## src/rtl/snake_body_renderer.sv

```systemverilog
// rtl/snake_body_renderer.sv - snake body buffer, 2-stage pixel renderer and head collision flag
//
// Purpose:
//   Holds the snake body as a shift buffer of up to MAX_SEG segment top-left
//   corners. Each iStep shifts the body one slot towards the tail and loads the
//   new head; iGrow qualifies the step and lengthens the snake by one.
//   Renders body, head, frame and level item per pixel with a fixed 2-clock
//   latency, and optionally flags head collisions.
//
// Ports:
//   iVGA_CLK            pixel clock
//   iRST                synchronous reset, active-high
//   iVGA_X / iVGA_Y     current pixel coordinate from the VGA timing controller
//   iHead_X / iHead_Y   new head top-left corner, sampled on iStep
//   iStep               1-cycle strobe, advances the body
//   iGrow               qualifies iStep, adds one segment (saturates at MAX_SEG)
//   iLevel              0 = apple item, 1 = heart item, 2/3 = no item
//   iItem_X / iItem_Y   item top-left corner
//   oRed/oGreen/oBlue   colour channels to the DAC
//   oLen                current segment count
//   oCollide            sticky collision flag (cleared only by iRST)
//
// Configuration:
//   SNAKE_COLLIDE_EN    when defined, builds the self/frame collision detector;
//                       otherwise oCollide is tied low.

module snake_body_renderer #(
  parameter int MAX_SEG  = 16,
  parameter int INIT_LEN = 4,
  parameter int SEG_SIZE = 20,
  parameter int BORDER   = 20,
  parameter int H_ACT    = 640,
  parameter int V_ACT    = 480,
  parameter int COORD_W  = 10,
  parameter int COLOR_W  = 10
) (
  input  logic                         iVGA_CLK,
  input  logic                         iRST,
  input  logic [COORD_W-1:0]           iVGA_X,
  input  logic [COORD_W-1:0]           iVGA_Y,
  input  logic [COORD_W-1:0]           iHead_X,
  input  logic [COORD_W-1:0]           iHead_Y,
  input  logic                         iStep,
  input  logic                         iGrow,
  input  logic [1:0]                   iLevel,
  input  logic [COORD_W-1:0]           iItem_X,
  input  logic [COORD_W-1:0]           iItem_Y,
  output logic [COLOR_W-1:0]           oRed,
  output logic [COLOR_W-1:0]           oGreen,
  output logic [COLOR_W-1:0]           oBlue,
  output logic [$clog2(MAX_SEG+1)-1:0] oLen,
  output logic                         oCollide
);

  localparam int LEN_W = $clog2(MAX_SEG + 1);
  // One extra bit so corner + SEG_SIZE never wraps at the right/bottom edge.
  localparam int SW = COORD_W + 1;

  localparam logic [COLOR_W-1:0] FS       = '1;
  localparam logic [SW-1:0]      SEG_W    = SW'(SEG_SIZE);
  localparam logic [SW-1:0]      BORDER_W = SW'(BORDER);
  localparam logic [SW-1:0]      RIGHT_W  = SW'(H_ACT - BORDER);
  localparam logic [SW-1:0]      BOTTOM_W = SW'(V_ACT - BORDER);
  localparam logic [SW-1:0]      H_ACT_W  = SW'(H_ACT);
  localparam logic [SW-1:0]      V_ACT_W  = SW'(V_ACT);

  logic [COORD_W-1:0] segX [MAX_SEG];
  logic [COORD_W-1:0] segY [MAX_SEG];
  logic [LEN_W-1:0]   len;

  // Body buffer and length
  always_ff @(posedge iVGA_CLK) begin
    if (iRST) begin
      for (int k = 0; k < MAX_SEG; k++) begin
        if (k < INIT_LEN) begin
          segX[k] <= COORD_W'(BORDER + (INIT_LEN - 1 - k) * SEG_SIZE);
          segY[k] <= COORD_W'(V_ACT / 2);
        end else begin
          segX[k] <= '0;
          segY[k] <= '0;
        end
      end
      len <= LEN_W'(INIT_LEN);
    end else if (iStep) begin
      for (int k = MAX_SEG - 1; k > 0; k--) begin
        segX[k] <= segX[k-1];
        segY[k] <= segY[k-1];
      end
      segX[0] <= iHead_X;
      segY[0] <= iHead_Y;
      // The old tail is already shifted into slot len, so growing just exposes it.
      if (iGrow && (len < LEN_W'(MAX_SEG))) begin
        len <= len + 1'b1;
      end
    end
  end

  assign oLen = len;

  // Per-pixel hit tests (combinational, registered in S1)
  logic [SW-1:0]      px, py, ix, iy;
  logic [MAX_SEG-1:0] hitVec;
  logic               frameOn, itemOn, activeOn;

  assign px = {1'b0, iVGA_X};
  assign py = {1'b0, iVGA_Y};
  assign ix = {1'b0, iItem_X};
  assign iy = {1'b0, iItem_Y};

  // Segment squares are exclusive on all four edges, leaving a 1-pixel gap
  // between neighbouring segments. Segments past the current length are masked.
  for (genvar g = 0; g < MAX_SEG; g++) begin : gHit
    logic [SW-1:0] sx, sy;
    assign sx = {1'b0, segX[g]};
    assign sy = {1'b0, segY[g]};
    assign hitVec[g] = (LEN_W'(g) < len) &&
                       (px > sx) && (px < sx + SEG_W) &&
                       (py > sy) && (py < sy + SEG_W);
  end

  assign frameOn  = (px < BORDER_W) || (px >= RIGHT_W) ||
                    (py < BORDER_W) || (py >= BOTTOM_W);
  assign activeOn = (px < H_ACT_W) && (py < V_ACT_W);
  // Item square is inclusive on both edges; levels 2/3 carry no item.
  assign itemOn   = !iLevel[1] &&
                    (px >= ix) && (px <= ix + SEG_W) &&
                    (py >= iy) && (py <= iy + SEG_W);

  // S1 flags and S2 colour resolve
  logic [MAX_SEG-1:0] s1Hit;
  logic               s1Frame, s1Item, s1Heart, s1Active;

  always_ff @(posedge iVGA_CLK) begin
    if (iRST) begin
      s1Hit    <= '0;
      s1Frame  <= 1'b0;
      s1Item   <= 1'b0;
      s1Heart  <= 1'b0;
      s1Active <= 1'b0;
      oRed     <= '0;
      oGreen   <= '0;
      oBlue    <= '0;
    end else begin
      s1Hit    <= hitVec;
      s1Frame  <= frameOn;
      s1Item   <= itemOn;
      s1Heart  <= iLevel[0];
      s1Active <= activeOn;

      if (!s1Active) begin
        oRed <= '0; oGreen <= '0; oBlue <= '0;
      end else if (|s1Hit[MAX_SEG-1:1]) begin
        oRed <= '0; oGreen <= FS; oBlue <= '0;
      end else if (s1Hit[0]) begin
        oRed <= FS; oGreen <= FS; oBlue <= '0;
      end else if (s1Frame) begin
        oRed <= FS; oGreen <= FS; oBlue <= FS;
      end else if (s1Item) begin
        oRed <= FS; oGreen <= '0; oBlue <= s1Heart ? FS : '0;
      end else begin
        oRed <= '0; oGreen <= '0; oBlue <= '0;
      end
    end
  end

`ifdef SNAKE_COLLIDE_EN
  // New head against old seg[0..len-2]; the old tail slot is vacated by the step.
  logic [MAX_SEG-1:0] selfHit;
  logic [SW-1:0]      hx, hy;
  logic               headFrame;
  logic               collideR;

  assign hx = {1'b0, iHead_X};
  assign hy = {1'b0, iHead_Y};

  for (genvar g = 0; g < MAX_SEG; g++) begin : gSelf
    assign selfHit[g] = (LEN_W'(g + 1) < len) &&
                        (segX[g] == iHead_X) && (segY[g] == iHead_Y);
  end

  // Head square [h, h+SEG_SIZE) must sit fully inside the playfield interior.
  assign headFrame = (hx < BORDER_W) || (hx + SEG_W > RIGHT_W) ||
                     (hy < BORDER_W) || (hy + SEG_W > BOTTOM_W);

  always_ff @(posedge iVGA_CLK) begin
    if (iRST) begin
      collideR <= 1'b0;
    end else if (iStep && ((|selfHit) || headFrame)) begin
      collideR <= 1'b1;
    end
  end

  assign oCollide = collideR;
`else
  assign oCollide = 1'b0;
`endif

endmodule

```

## config.mk

```make
export PLATFORM = sky130hd
export DESIGN_NAME = snake_body_renderer
export DESIGN_NICKNAME = d
export VERILOG_FILES = /design/src/rtl/snake_body_renderer.sv
export SDC_FILE = /design/constraint.sdc
export NUM_CORES = 1
export LEC_CHECK = 0
export BUFFER_PORTS_ARGS = -buffer_cell sky130_fd_sc_hd__clkbuf_2
export CAP_MARGIN = 20
export CELL_PAD_IN_SITES_DETAIL_PLACEMENT = 0
export CELL_PAD_IN_SITES_GLOBAL_PLACEMENT = 1
export CORE_MARGIN = 1
export CORE_UTILIZATION = 51
export CTS_CLUSTER_DIAMETER = 200
export DETAILED_ROUTE_END_ITERATION = 8
export MAX_ROUTING_LAYER = met4
export PLACE_DENSITY = 0.94
export SLEW_MARGIN = 5
export SYNTH_ARGS = -nofsm -noshare
export SYNTH_HDL_FRONTEND = slang
export SYNTH_SLANG_ARGS = --single-unit
```

## constraint.sdc

```tcl
create_clock -name iVGA_CLK -period 6.2 [get_ports iVGA_CLK]
set_input_delay 0.62 -clock iVGA_CLK [delete_from_list [all_inputs] [get_ports iVGA_CLK]]
set_output_delay 0.62 -clock iVGA_CLK [all_outputs]
set_load 0.05 [all_outputs]
```

==> results of run 1 <==
[per-stage QoR]
step	instance area [µm²]	utilization [%]
floorplan	31000	-
global placement	32400	53.7
detailed placement	32400	53.8
CTS	33800	56.1
global route	33800	56.1
finish	33800	56.1
[cells in the final DEF (no fill, tap or decap), drive strengths merged, types with 10 or more instances in the layout]
master / synthesis / final
dfxtp: 28 / 28
ha: 647 / 647
nor4: 26 / 26
nand3: 53 / 53
nand4: 84 / 84
a2111oi: 14 / 14
o21a: 44 / 44
o211ai: 31 / 31
a211o: 11 / 11
nor2: 106 / 106
a21o: 31 / 31
nand2b: 34 / 34
o2111ai: 33 / 33
a21oi: 193 / 193
nand2: 121 / 121
nor2b: 33 / 33
nor3: 77 / 77
xor2: 36 / 36
buf: 31 / 29
clkbuf: 40 / 162
inv: 381 / 383
a211oi: 32 / 32
o21ai: 170 / 170
o311ai: 17 / 17
and4: 10 / 10
xnor2: 170 / 170
or3: 26 / 26
a31oi: 12 / 12
edfxtp: 320 / 320
and2: 296 / 296
clkinv: 2 / 13
[metal layers]
metal	wire length [µm]	share of wire, %	track usage, %	vias up
met5	0	0	-	-
met4	2420	3.1	8.91	0
met3	4670	6.1	3.93	133
met2	35300	46	41.0	616
met1	34600	45	32.9	11200
li1	-	-	-	11800
[cell type report]
class,instances,area [µm²]
clock buffer,62,1220
clock inverter,16,171
fill,5238,26500
inverter,383,1440
multi-input combinational,2404,19000
sequential,348,10200
tap,782,978
timing repair buffer,129,768
[cells by family (layout without fill, tap and decap cells)]
family / Yosys count / after routing / synth area share (%)
AND/OR/NAND/NOR: 892 / 892 / 15.8
AO/OA/AOI/OAI: 658 / 658 / 13.6
adder cells (fa/ha/maj): 647 / 647 / 26.1
buffers and inverters: 454 / 590 / 5.85
flip-flops: 348 / 348 / 32.8
XOR/XNOR: 206 / 206 / 5.82
other: 1 / 1 / 0.0121
[worst max path at each step]
stage / start / slack [ns] / cells past startpoint / end
after floorplan: iRST / 0.73 / 3 / segX[0][0]
after global placement: iVGA_Y[5] / 2.96 / 9 / s1Hit[7]
after detailed placement: iVGA_Y[5] / 2.95 / 9 / s1Hit[7]
after CTS: segY[0][22] / 3.42 / 10 / s1Hit[2]
after global routing: segY[0][22] / 3.11 / 10 / s1Hit[2]
final: segY[0][22] / 3.39 / 10 / s1Hit[2]
[Yosys cell counts, drive strengths merged, types with 4 or more instances]
| cell type | n |
|---|---|
| ha | 647 |
| inv | 381 |
| edfxtp | 320 |
| and2 | 296 |
| a21oi | 193 |
| o21ai | 170 |
| xnor2 | 170 |
| nand2 | 121 |
| nor2 | 106 |
| nand4 | 84 |
| nor3 | 77 |
| nand3 | 53 |
| o21a | 44 |
| clkbuf | 40 |
| xor2 | 36 |
| nand2b | 34 |
| nor2b | 33 |
| o2111ai | 33 |
| a211oi | 32 |
| a21o | 31 |
| buf | 31 |
| o211ai | 31 |
| dfxtp | 28 |
| nor4 | 26 |
| or3 | 26 |
| o311ai | 17 |
| a2111oi | 14 |
| a31oi | 12 |
| a211o | 11 |
| and4 | 10 |
| and3 | 8 |
| o21bai | 8 |
| a221oi | 7 |
| nor4b | 7 |
| or4 | 7 |
| o221ai | 6 |
| o31ai | 6 |
| a2111o | 5 |
| a22oi | 5 |
| a311oi | 5 |
| a41oi | 4 |
[state kept, by name (all words and copies together), names as in the netlist]
signal and count:
segY 160, s1Frame 1, segX 160, s1Heart 1, oGreen 1, s1Item 1, oRed 1, s1Hit 16
s1Active 1, oLen 5, oBlue 1
[power by group]
part	switching, mW	total (mW)	internal, mW
logic	0.918	1.57	0.654
clock network	1.04	2.53	1.49
registers	0.154	2.87	2.72
total	2.11	6.97	4.86
[worst max-delay path, stage by stage (launching register included)]
cell and delay (ns):
edfxtp_1 0.50, ha_1 0.30, o2111ai_1 0.27, xnor2_1 0.17
ha_1 0.27, a21o_1 0.16, a21oi_1 0.13, nor2_1 0.09
a2111oi_0 0.39, o21ai_1 0.12, nor4b_1 0.30
==> impl_metrics.yaml, run 1 <==
detailed_routing:
  dr.pass1.iters: 5
  drc_errors: 0
  wl_per_cell_um: 18.7
  ant_nets: 0
  num_vias: 23800
  vias_per_cell: 5.78
  wirelength_um: 77000
  drt_iter0_markers: 1644
layout:
  final_nets: 4021
  antenna_cells: 0
  area_growth_pct: 8.92
  drive_above_1_share_pct: 6.25
  final_cell_count_no_fill: 4124
setup_path:
  reg2reg_from: "segY[0][22]"
  r2r_slack_ns: 3.39
  worst_ep_arrival_time_ns: 3.29
  worstPathRequired_ns: 6.68
  start_kind: "register"
  worstReg2RegEnd: "s1Hit[2]"
  worstPathMaxFanout: 5
  crit_type: "register to register"
  end_kind: "register"
  r2r_cells: 10
clocking:
  root_buffer: "clkbuf_16"
  clk_latency_ns: 0.59
  htree_levels: 2
  clockBufferDepth: 3
  cts_made_buffers: 42
  cts_resized: 0
  clk_pin_slew_ns: 0.06
  ctsHoldBuffers: 0
  cts_sinks: 348
  cts_setup_buffers: 0
  cts_tree: "done"
pwr:
  max-vdd-ir-drop_uv: 211
  leakage_nw: 14.6
  power_mw: 6.97
  power.density_nw_per_um2: 206
logic_synthesis:
  syn_area_per_cell_um2: 9.68
  ys_seq_elements: 348
  ys_seq_area_share_pct: 32.8
  synth_cells: 3206
  ys_types: 69
  syn-num-nets: 3919
  synth_top_area_share_pct: 31.0
  async_reset_ff_share_pct: 0
  synth_area_leaders: "edfxtp_1 (31%), ha_1 (26%), and2_1 (5.9%)"
  synth_area_um2: 31000
  synth_warnings: 0
  synth_edf_count: 320
  synth_ff_type: "edfxtp_1"
  synth_top_area_cell: "edfxtp_1"
timing:
  timing.final.crit_period_ns: 2.81
  slew-limit-headroom_pct: 26.8
  finalWorstSetupSlack_ns: 3.39
  timing.final.crit_share_pct: 45.3
  finalClockSkew_ns: 0.0229
  finalHoldViolCount: 0
  rsz0062_at_grt: "false"
  max_freq_mhz: 356
  slew_viol_final: 0
  fin_tns_setup_ns: 0
  setup_viol: 0
  timing_worst_slew_pin_value_ns: 1.10
  hold_ws_ns: 0.287
global_route:
  grt_pass1_wl_um: 124000
  gr-total-overflow: 0
  grt_use_total_pct: 25.6
  antenna_found_initial: 0
  grt_max_degree: 156
  grt_pass1_vias: 23400
min_path:
  worstHoldPathCells: 2
  hold_path.class: "primary input to register"
  hp-start: "iHead_X[4]"
  holdPathEnd: "segX[0][4]"
die:
  core_area_um2: 60200
  rows: 90
  die_area_um2: 61800
  ios: 102
  fp.dieH_um: 249
  initial_utilization_pct: 51.5
  die_x_um: 249
placed_design:
  gp_congestion: 0.931
  numPortBuffers: 100
  dp.final_hpwl_um: 56300
  pre_cts_slack_ns: 2.95
  placed_cells: 4046
status:
  status: "completed"
job:
  maxCapViolations: 0
Power figures use the tool's default switching activity.
==> inputs of run 2 (changes only) <==
--- a/config.mk
+++ b/config.mk
@@ -5,16 +5,17 @@
 export SDC_FILE = /design/constraint.sdc
 export NUM_CORES = 1
 export LEC_CHECK = 0
+export ABC_AREA = 1
 export BUFFER_PORTS_ARGS = -buffer_cell sky130_fd_sc_hd__clkbuf_2
 export CAP_MARGIN = 20
 export CELL_PAD_IN_SITES_DETAIL_PLACEMENT = 0
 export CELL_PAD_IN_SITES_GLOBAL_PLACEMENT = 1
 export CORE_MARGIN = 1
-export CORE_UTILIZATION = 51
+export CORE_UTILIZATION = 44
 export CTS_CLUSTER_DIAMETER = 200
 export DETAILED_ROUTE_END_ITERATION = 8
 export MAX_ROUTING_LAYER = met4
-export PLACE_DENSITY = 0.94
+export PLACE_DENSITY = 0.9
 export SLEW_MARGIN = 5
 export SYNTH_ARGS = -nofsm -noshare
 export SYNTH_HDL_FRONTEND = slang
==> constraint.sdc (replaced) <==
create_clock -name iVGA_CLK -period 2.38 [get_ports iVGA_CLK]
set_input_delay 0.238 -clock iVGA_CLK [delete_from_list [all_inputs] [get_ports iVGA_CLK]]
set_output_delay 0.238 -clock iVGA_CLK [all_outputs]
set_load 0.05 [all_outputs]
==> run 2 against run 1 <==
- sequential power grew to 2.6 times the previous value
- register-to-register slack worse by 3.2 ns
- non-clock buffer count rose by 55
- design area up 4.1%
- die area grew 17%
- synthesized cell count up 19%
- largest cell class unchanged
- highest routed layer unchanged
==> impl_metrics.yaml, run 2 <==
placed_design:
  gp_congestion: 0.855
  placed_cells: 4846
  numPortBuffers: 100
  dp.final_hpwl_um: 57200
  post_dp_cell_area_um2: 33500
setup_path:
  worstPathRequired_ns: 2.89
  crit_slowest_cell: "edfxtp_1"
  path_common_cell: "nand2_1"
  critPathBufInv: 0
  worstPathMaxFanout: 4
  crit_chain: "ha_1, nor2_1, nor2_1, xor2_1, ha_1, a21o_1, nor2_1, nand2_1, nand2_1, nand2_1, nand2_1, nand3_4, nor2_2"
  crit_type: "register to register"
  worst_ep_arrival_time_ns: 2.74
  end_kind: "register"
  slowest_delay_ns: 0.42
  cp_top_family: "simple AND/OR/NAND/NOR gates"
  start_kind: "register"
logic_synthesis:
  synth_cells: 3810
  synth_area_leaders: "edfxtp_1 (31%), ha_1 (26%), nor2_1 (7.2%)"
  syn_area_per_cell_um2: 8.25
  synth_warnings: 0
  synth_common_cells: "ha_1 (647), nor2_1 (604), nand2_1 (602)"
  synth.most_common_cell: "ha_1"
  synth_edf_count: 320
  synth_ff_type: "edfxtp_1"
  synth_area_um2: 31400
  synth_top_area_cell: "edfxtp_1"
  ys_seq_elements: 348
  ys_seq_area_share_pct: 32.4
  syn-num-nets: 4523
  async_reset_ff_share_pct: 0
  ys_types: 39
  synth_top_area_share_pct: 30.6
layout:
  largestRegisters: "segX: 160 flops, segY: 160 flops, s1Hit: 16 flops"
  final_nets: 4688
  area_growth_pct: 12.0
  final_cell_count_no_fill: 4952
  nFillCells: 6623
  final_common_cell: "ha_1"
  final_area_um2: 35200
  layout_common_cells: "ha_1 (647), nor2_1 (602), nand2_1 (601)"
  drive_above_1_share_pct: 7.28
pwr:
  power.density_nw_per_um2: 529
  power_mw: 18.6
  max-vdd-ir-drop_uv: 575
  leakage_nw: 16.5
status:
  status: "completed"
timing:
  fin_tns_setup_ns: 0
  setup_viol: 0
  rsz0062_at_grt: "false"
  finalClockSkew_ns: 0.0386
  max_freq_mhz: 447
  timing_worst_slew_pin_value_ns: 0.637
  timing.final.crit_period_ns: 2.24
  slew-limit-headroom_pct: 57.5
  hold_ws_ns: 0.0371
  timing.final.crit_share_pct: 94.0
  slew_viol_final: 0
  finalHoldViolCount: 0
die:
  initial_utilization_pct: 44.6
  rows: 97
  die_x_um: 269
  ios: 102
  core_area_um2: 70400
  fp.dieH_um: 269
  die_area_um2: 72500
detailed_routing:
  dr.pass1.iters: 5
  ant_nets: 0
  wl_per_cell_um: 15.6
  wirelength_um: 77300
  drt_iter0_markers: 1492
  drc_errors: 0
  num_vias: 25200
  vias_per_cell: 5.09
clocking:
  clk_pin_slew_ns: 0.06
  htree_levels: 2
  clk_latency_ns: 0.60
  clockBufferDepth: 3
  root_buffer: "clkbuf_16"
  cts_made_buffers: 44
  cts_sinks: 348
  cts_tree: "done"
global_route:
  grt_pass1_wl_um: 125000
  grt_max_degree: 66
  antenna_found_initial: 3
  grt_pass1_vias: 24600
  grt_use_total_pct: 21.9
  gr-total-overflow: 0
min_path:
  hold_path.class: "primary input to register"
job:
  maxCapViolations: 0
run 2: path summary, 6_finish.rpt:
check             end  slack, ns         from  depth (start not counted)
max          s1Hit[5]       0.14  segX[0][52]                         13
min reg2reg   oLen[4]       0.51      oLen[4]                          2
max reg2reg  s1Hit[5]       0.14  segX[0][52]                         13
min           oLen[0]       0.04        iGrow                          3
run 2: layout make-up:
| class | instances | area [µm²] | area share [%] |
|---|---|---|---|
| Clock inverter | 16 | 148 | 0.420 |
| Multi-Input combinational cell | 2865 | 18900 | 53.7 |
| Clock buffer | 65 | 1330 | 3.78 |
| Tap cell | 940 | 1180 | 3.34 |
| Timing Repair Buffer | 184 | 1450 | 4.12 |
| Inverter | 532 | 2000 | 5.70 |
| Antenna cell | 2 | 5.00 | 0.0142 |
| Sequential cell | 348 | 10200 | 28.9 |
run 2: worst min-delay path, cell delays in order:
cell and delay, ns:
clkbuf_2 0.08, nand3_1 0.18, a21oi_1 0.09
run 2: power by group:
| group | switching [mW] | total [mW] | internal (mW) |
|---|---|---|---|
| clock | 2.76 | 6.75 | 3.99 |
| combinational | 2.82 | 4.55 | 1.73 |
| sequential | 0.254 | 7.32 | 7.06 |
run 2: metrics by stage:
stage,setup WS [ns],utilization (%)
after floorplan,0.269,-
after global placement,0.0692,47.5
after detailed placement,0.0363,47.5
after CTS,0.0863,50.0
after global routing,0.00647,50.0
final,0.143,50.0
run 2: repair_timing:
action | in CTS | in global routing
resized for setup | 1 | 2
hold endpoints to repair | 22 | 0
hold buffers | 22 | 0
setup buffers | 0 | 1
pin swaps | 0 | 0
setup endpoints to repair | 1 | 2
run 2: cells by family after synthesis:
kind of cell               count (synthesis)  synth area share [%]
and+or+nand+nor                         1573                  20.9
adders and majority gates                647                  25.8
buffers and inverters                    597                  7.57
AOI/OAI and AO/OA                        441                  7.74
DFF                                      348                  32.4
xor gates and xnor gates                 203                  5.66
other                                      1                0.0119
run 2: layer usage:
| layer | GRT usage, % | vias up | part of all wire (%) |
|---|---|---|---|
| li1 | - | 13100 | - |
| met1 | 27.4 | 11500 | 45 |
| met2 | 36.9 | 472 | 47 |
| met3 | 2.77 | 111 | 4.9 |
| met4 | 6.36 | 0 | 2.8 |
| met5 | - | - | 0 |
